`config.mk`:
```
export PLATFORM = sky130hd
export DESIGN_NAME = fadd16_share_arb
export DESIGN_NICKNAME = d
export VERILOG_FILES = /design/src/rtl/fadd16_share_arb.sv
export SDC_FILE = /design/constraint.sdc
export NUM_CORES = 1
export LEC_CHECK = 0
export ABC_AREA = 1
export BUFFER_PORTS_ARGS = -buffer_cell sky130_fd_sc_hd__buf_2
export CAP_MARGIN = 20
export CORE_ASPECT_RATIO = 0.6
export CORE_MARGIN = 5
export CORE_UTILIZATION = 55
export DETAILED_ROUTE_END_ITERATION = 10
export PLACE_DENSITY = 0.92
export REMOVE_ABC_BUFFERS = 1
export SLEW_MARGIN = 25
export SYNTH_ARGS = -nofsm -noshare
export SYNTH_HDL_FRONTEND = slang
export SYNTH_SLANG_ARGS = --single-unit
```
`constraint.sdc`:
```
create_clock -name clk -period 4.4 [get_ports clk]
set_input_delay 0.22 -clock clk [delete_from_list [all_inputs] [get_ports clk]]
set_output_delay 0.22 -clock clk [all_outputs]
set_load 0.005 [all_outputs]
```
`src/rtl/fadd16_share_arb.sv`:
```
// rtl/fadd16_share_arb.sv - two-requester arbiter sharing one fixed-latency fadd16 pipeline
// Credit-gated issue guarantees every returning result finds room in its response FIFO.
module fadd16_share_arb #(
  parameter int FADD_LAT  = 2,
  parameter int RSP_DEPTH = 2
) (
  input  logic        clk,
  input  logic        rst,
  input  logic        req0_valid_i,
  output logic        req0_ready_o,
  input  logic [15:0] req0_opa_i,
  input  logic [15:0] req0_opb_i,
  input  logic [2:0]  req0_rm_i,
  input  logic        req1_valid_i,
  output logic        req1_ready_o,
  input  logic [15:0] req1_opa_i,
  input  logic [15:0] req1_opb_i,
  input  logic [2:0]  req1_rm_i,
  output logic        fadd_valid_o,
  output logic [15:0] fadd_opa_o,
  output logic [15:0] fadd_opb_o,
  output logic [2:0]  fadd_rm_o,
  input  logic [15:0] fadd_res_i,
  input  logic [4:0]  fadd_fflags_i,
  output logic        rsp0_valid_o,
  input  logic        rsp0_ready_i,
  output logic [15:0] rsp0_res_o,
  output logic [4:0]  rsp0_fflags_o,
  output logic        rsp1_valid_o,
  input  logic        rsp1_ready_i,
  output logic [15:0] rsp1_res_o,
  output logic [4:0]  rsp1_fflags_o
);

  localparam int PW = (RSP_DEPTH > 2) ? 2 : 1;

  logic [1:0]          w_req_valid;
  logic [1:0]          w_rsp_ready;
  logic [1:0]          w_elig;
  logic [1:0]          w_ready;
  logic [1:0]          w_push;
  logic [1:0]          w_pop;
  logic [15:0]         w_opa [2];
  logic [15:0]         w_opb [2];
  logic [2:0]          w_rm [2];
  logic [3:0]          w_inflight [2];
  logic                w_xfer;
  logic                w_gnt_id;
  logic                w_wr;
  logic                w_wr_id;

  logic                r_prio;
  logic                r_fadd_valid;
  logic                r_iss_id;
  logic [15:0]         r_opa;
  logic [15:0]         r_opb;
  logic [2:0]          r_rm;
  logic [FADD_LAT-1:0] r_sr_v;
  logic [FADD_LAT-1:0] r_sr_id;
  logic [3:0]          r_occ [2];
  logic [PW-1:0]       r_wp [2];
  logic [PW-1:0]       r_rp [2];
  logic [15:0]         r_mem_res [2][RSP_DEPTH];
  logic [4:0]          r_mem_ff [2][RSP_DEPTH];

  assign w_req_valid = {req1_valid_i, req0_valid_i};
  assign w_rsp_ready = {rsp1_ready_i, rsp0_ready_i};
  assign w_opa[0]    = req0_opa_i;
  assign w_opa[1]    = req1_opa_i;
  assign w_opb[0]    = req0_opb_i;
  assign w_opb[1]    = req1_opb_i;
  assign w_rm[0]     = req0_rm_i;
  assign w_rm[1]     = req1_rm_i;

  // Credit consumed = queued results plus ops still travelling through issue reg and pipeline.
  always_comb begin
    w_elig = 2'b00;
    for (int n = 0; n < 2; n++) begin
      w_inflight[n] = (r_fadd_valid && (r_iss_id == 1'(n))) ? 4'd1 : 4'd0;
      for (int k = 0; k < FADD_LAT; k++) begin
        if (r_sr_v[k] && (r_sr_id[k] == 1'(n))) begin
          w_inflight[n] = w_inflight[n] + 4'd1;
        end
      end
      w_elig[n] = w_req_valid[n] && ((r_occ[n] + w_inflight[n]) < 4'(RSP_DEPTH));
    end
  end

  assign w_ready[0] = !rst && w_elig[0] && !(w_elig[1] && r_prio);
  assign w_ready[1] = !rst && w_elig[1] && !(w_elig[0] && !r_prio);
  assign w_xfer     = |w_ready;
  assign w_gnt_id   = w_ready[1];
  assign w_wr       = r_sr_v[FADD_LAT-1];
  assign w_wr_id    = r_sr_id[FADD_LAT-1];

  always_comb begin
    for (int n = 0; n < 2; n++) begin
      w_push[n] = w_wr && (w_wr_id == 1'(n));
      w_pop[n]  = (r_occ[n] != 4'd0) && w_rsp_ready[n];
    end
  end

  always_ff @(posedge clk or posedge rst) begin
    if (rst) begin
      r_prio       <= 1'b0;
      r_fadd_valid <= 1'b0;
      r_iss_id     <= 1'b0;
      r_opa        <= '0;
      r_opb        <= '0;
      r_rm         <= '0;
      r_sr_v       <= '0;
      r_sr_id      <= '0;
    end else begin
      r_fadd_valid <= w_xfer;
      if (w_xfer) begin
        r_iss_id <= w_gnt_id;
        r_opa    <= w_opa[w_gnt_id];
        r_opb    <= w_opb[w_gnt_id];
        r_rm     <= w_rm[w_gnt_id];
        r_prio   <= ~w_gnt_id;
      end
      r_sr_v[0]  <= r_fadd_valid;
      r_sr_id[0] <= r_iss_id;
      for (int k = 1; k < FADD_LAT; k++) begin
        r_sr_v[k]  <= r_sr_v[k-1];
        r_sr_id[k] <= r_sr_id[k-1];
      end
    end
  end

  always_ff @(posedge clk or posedge rst) begin
    if (rst) begin
      for (int n = 0; n < 2; n++) begin
        r_occ[n] <= 4'd0;
        r_wp[n]  <= '0;
        r_rp[n]  <= '0;
      end
    end else begin
      for (int n = 0; n < 2; n++) begin
        r_occ[n] <= r_occ[n] + {3'b000, w_push[n]} - {3'b000, w_pop[n]};
        if (w_push[n]) begin
          r_wp[n] <= (r_wp[n] == PW'(RSP_DEPTH - 1)) ? '0 : r_wp[n] + PW'(1);
        end
        if (w_pop[n]) begin
          r_rp[n] <= (r_rp[n] == PW'(RSP_DEPTH - 1)) ? '0 : r_rp[n] + PW'(1);
        end
      end
    end
  end

  always_ff @(posedge clk) begin
    for (int n = 0; n < 2; n++) begin
      if (w_push[n]) begin
        r_mem_res[n][r_wp[n]] <= fadd_res_i;
        r_mem_ff[n][r_wp[n]]  <= fadd_fflags_i;
      end
    end
  end

  assign req0_ready_o  = w_ready[0];
  assign req1_ready_o  = w_ready[1];
  assign fadd_valid_o  = r_fadd_valid;
  assign fadd_opa_o    = r_opa;
  assign fadd_opb_o    = r_opb;
  assign fadd_rm_o     = r_rm;
  assign rsp0_valid_o  = (r_occ[0] != 4'd0);
  assign rsp1_valid_o  = (r_occ[1] != 4'd0);
  assign rsp0_res_o    = rsp0_valid_o ? r_mem_res[0][r_rp[0]] : 16'h0000;
  assign rsp0_fflags_o = rsp0_valid_o ? r_mem_ff[0][r_rp[0]]  : 5'h00;
  assign rsp1_res_o    = rsp1_valid_o ? r_mem_res[1][r_rp[1]] : 16'h0000;
  assign rsp1_fflags_o = rsp1_valid_o ? r_mem_ff[1][r_rp[1]]  : 5'h00;

endmodule

```
==> impl_metrics.toml <==
[synthesis]
syn-mean-instance-area_um2 = 9.55
yosysTopAreaCellShare_pct = 39.0
yosys.cell_types.count = 26
synth_seq_cells = 138
synth_enable_flop_cells = 84
synth_async_reset_ratio_pct = 39.1
synth_top_flop_cell = "sky130_fd_sc_hd__edfxtp_1"
synth-warning-count = 0
cell_type_with_the_largest_total_area_after_synthesis = "sky130_fd_sc_hd__edfxtp_1"
netlist_top_cells_area = "sky130_fd_sc_hd__edfxtp_1 39%, sky130_fd_sc_hd__dfrtp_1 21%, sky130_fd_sc_hd__nand2_1 15%"
syn-cell-area_mm2 = 0.00647
synth_seq_area_share_pct = 59.8
post_synth_inst_count = 678

[finish]
final_core_util_pct = 71.0
most_common_cell_after_layout_fill_and_taps_aside = "sky130_fd_sc_hd__nand2_1"
layout-area-overhead-vs-synth_pct = 25.2
filler_cell_count = 852
mostFrequentLayoutCells = "255 x sky130_fd_sc_hd__nand2_1, 178 x sky130_fd_sc_hd__buf_2, 95 x sky130_fd_sc_hd__inv_1, 84 x sky130_fd_sc_hd__edfxtp_1, 80 x sky130_fd_sc_hd__nand3_1"
num_antenna_cells = 0
layoutNonFillerInstCount = 1032
layout-drive-gt1-share_pct = 27.5
nNetsFinal = 978

[die]
dieHeight_um = 94.0
die_area_mm2 = 0.0141
initial_utilization_pct = 56.7
floorplan.core_area_mm2 = 0.0114
die_width_um = 150
fp-row-count = 30
io_pins = 179

[setup_path]
r2r.worst_path.cells = 16
timing.critical_path.buf_inv = 3
cp-endpoint = "req1_ready_o"
endpoint_kind = "output pin"
timing.rr.end = "fadd_opb_o[8]"
critical-path-max-stage-delay_ns = 0.50
worst-endpoint-arrival_ns = 3.64
path_cells = "nand2_1, inv_1, ha_1, nand3_1, nand3_1, fa_1, o211ai_1, a21oi_1, nand3_2, nor2_4, nand2_4, inv_2, buf_2"
worst_path_max_delay_cell = "sky130_fd_sc_hd__fa_1"
critical_path.startpoint_type = "flop"
worst_r2r_startpoint = "r_sr_v[0]"
crit_fanout = 25
setup.worst_path.class = "reg2out"
critPathRequiredTime_ns = 4.18
critical_path_cell_count = 13
cp_top_family = "simple AND/OR/NAND/NOR gates"
critPathMostFrequentCell = "sky130_fd_sc_hd__nand3_1"
rrSetupSlack_ns = 1.02
cp-startpoint = "fadd_valid_o"

[clock_network]
tritoncts = "yes"
cts.path.max_buffers = 2
postCtsResizedCells = 0
clock-sinks = 138
cts-hold-fix-buffers = 1
cts_inserted_buffers = 17
clkSlewWorstSetupHoldPaths_ns = 0.06
cts_root_buffer = "sky130_fd_sc_hd__clkbuf_16"
post-cts-setup-buffer-count = 0
ctsHtreeMaxLevel = 4
clk_lat_worst_skew_ns = 0.41

[timing]
fmax_mhz = 259
timing_worst_slew_pin_value_ns = 0.898
slew_violations = 0
timing.slew.headroom_pct = 40.0
fin_setup_tns_ns = 0
grt_setup_unrepaired = "no"
finalClockSkew_ns = 0.00918
finalSetupViolCount = 0
finalHoldViolations = 0
period_needed_ns = 3.86
finalCritPeriodShare_pct = 87.8

[grt]
antenna_found_initial = 1
grt_pass1_wl_um = 24200
grt_max_degree = 35
grt_pass1_vias = 4989
grt_overflow = 0
grt_usage_pct = 21.9

[detailed_routing]
detail_route.wl_per_cell_um = 14.8
detail-route-antenna-nets = 0
dr.pass1.iters = 5
postRouteWirelength_um = 15300
drt_iter0_markers = 373
dr_total_vias = 5060
vias_per_cell = 4.90
drc = 0

[power_and_ir_drop]
total_leakage_power_nw = 4.25
vdd.ir_drop.worst_v = 0.000359
design_power_mw = 5.00
power.density_cell_area_mw_per_mm2 = 617

[hold_path]
hold_path.class = "in2reg"

[outcome]
run_status = "finished clean"

[placed_design]
placer_congestion = 0.794
placement.io_buffers = 178
hpwlAfterDp_um = 10400
dp.cells = 999

[run]
count_of_maximum_capacitance_violations = 0
## flip-flops by register name (all words and copies together) (netlist names)
name	cells
r_iss_id	1
r_wp	2
fadd_opb_o	16
r_sr_v	2
r_occ	8
r_mem_res	64
r_sr_id	2
r_mem_ff	20
fadd_rm_o	3
fadd_opa_o	16
fadd_valid_o	1
r_prio	1
r_rp	2
## worst min path at each step
stage,from,end,slack [ns],cells past startpoint
2_1_floorplan,fadd_fflags_i[0],r_mem_ff[0][0],0.32,0
3_3_place_gp,rst,r_prio,0.29,2
3_5_place_dp,rst,r_prio,0.30,2
4_1_cts,fadd_res_i[2],r_mem_res[0][50],0.02,1
5_1_grt,fadd_res_i[2],r_mem_res[0][2],0.01,1
6_report,fadd_res_i[13],r_mem_res[0][61],0.03,1
## synth_stat cells, types with 5 or more instances
cell                       number
sky130_fd_sc_hd__buf_2          6
sky130_fd_sc_hd__dfrtp_1       54
sky130_fd_sc_hd__clkbuf_1      11
sky130_fd_sc_hd__buf_4          5
sky130_fd_sc_hd__inv_1         96
sky130_fd_sc_hd__a21oi_1        6
sky130_fd_sc_hd__nand2_2        5
sky130_fd_sc_hd__ha_1          18
sky130_fd_sc_hd__nor2_1         8
sky130_fd_sc_hd__nand3_1       80
sky130_fd_sc_hd__edfxtp_1      84
sky130_fd_sc_hd__nand3b_1      15
sky130_fd_sc_hd__nand2_1      255
## per-stage QoR
stage	setup slack (ns)	area, µm²	hold WS, ns
after floorplan	1.36	6310	0.319
after global placement	1.14	7490	0.287
after detailed placement	1.06	7490	0.297
after CTS	0.523	8100	0.0171
after global routing	0.281	8100	0.0147
final	0.537	8100	0.0271
## layout make-up
| cell class | instances | area [µm²] | area share [%] |
|---|---|---|---|
| clock buffers | 18 | 429 | 5.30 |
| clock inverters | 14 | 170 | 2.10 |
| inverters | 98 | 368 | 4.54 |
| multi-input cells | 414 | 2080 | 25.7 |
| flip-flops and latches | 138 | 3870 | 47.8 |
| well taps | 160 | 200 | 2.47 |
| repair buffers | 190 | 983 | 12.1 |
## cells by family (layout without fill, tap and decap cells)
group	after synthesis	count (layout)	synth area share (%)
DFF	138	138	59.8
AOI/OAI and AO/OA	12	12	1.01
and+or+nand+nor	372	372	25.2
adders and majority gates	22	22	4.72
buffers and inverters	126	320	8.18
xor gates and xnor gates	8	8	1.08
## where the power goes
part           internal, mW  leakage (nW)  switching (mW)  total (mW)
registers              1.67          1.43           0.192        1.86
logic                 0.700          2.54            1.02        1.72
clock network         0.894         0.283           0.531        1.42
## metal layers
layer	GRT usage (%)	routed length [µm]	vias to the layer above
li1	-	-	2513
met1	30.5	6720	2346
met2	35.4	7550	179
met3	4.39	879	20
met4	5.94	152	2
met5	0	7	-
No activity file was read; power rests on OpenSTA's default activity.
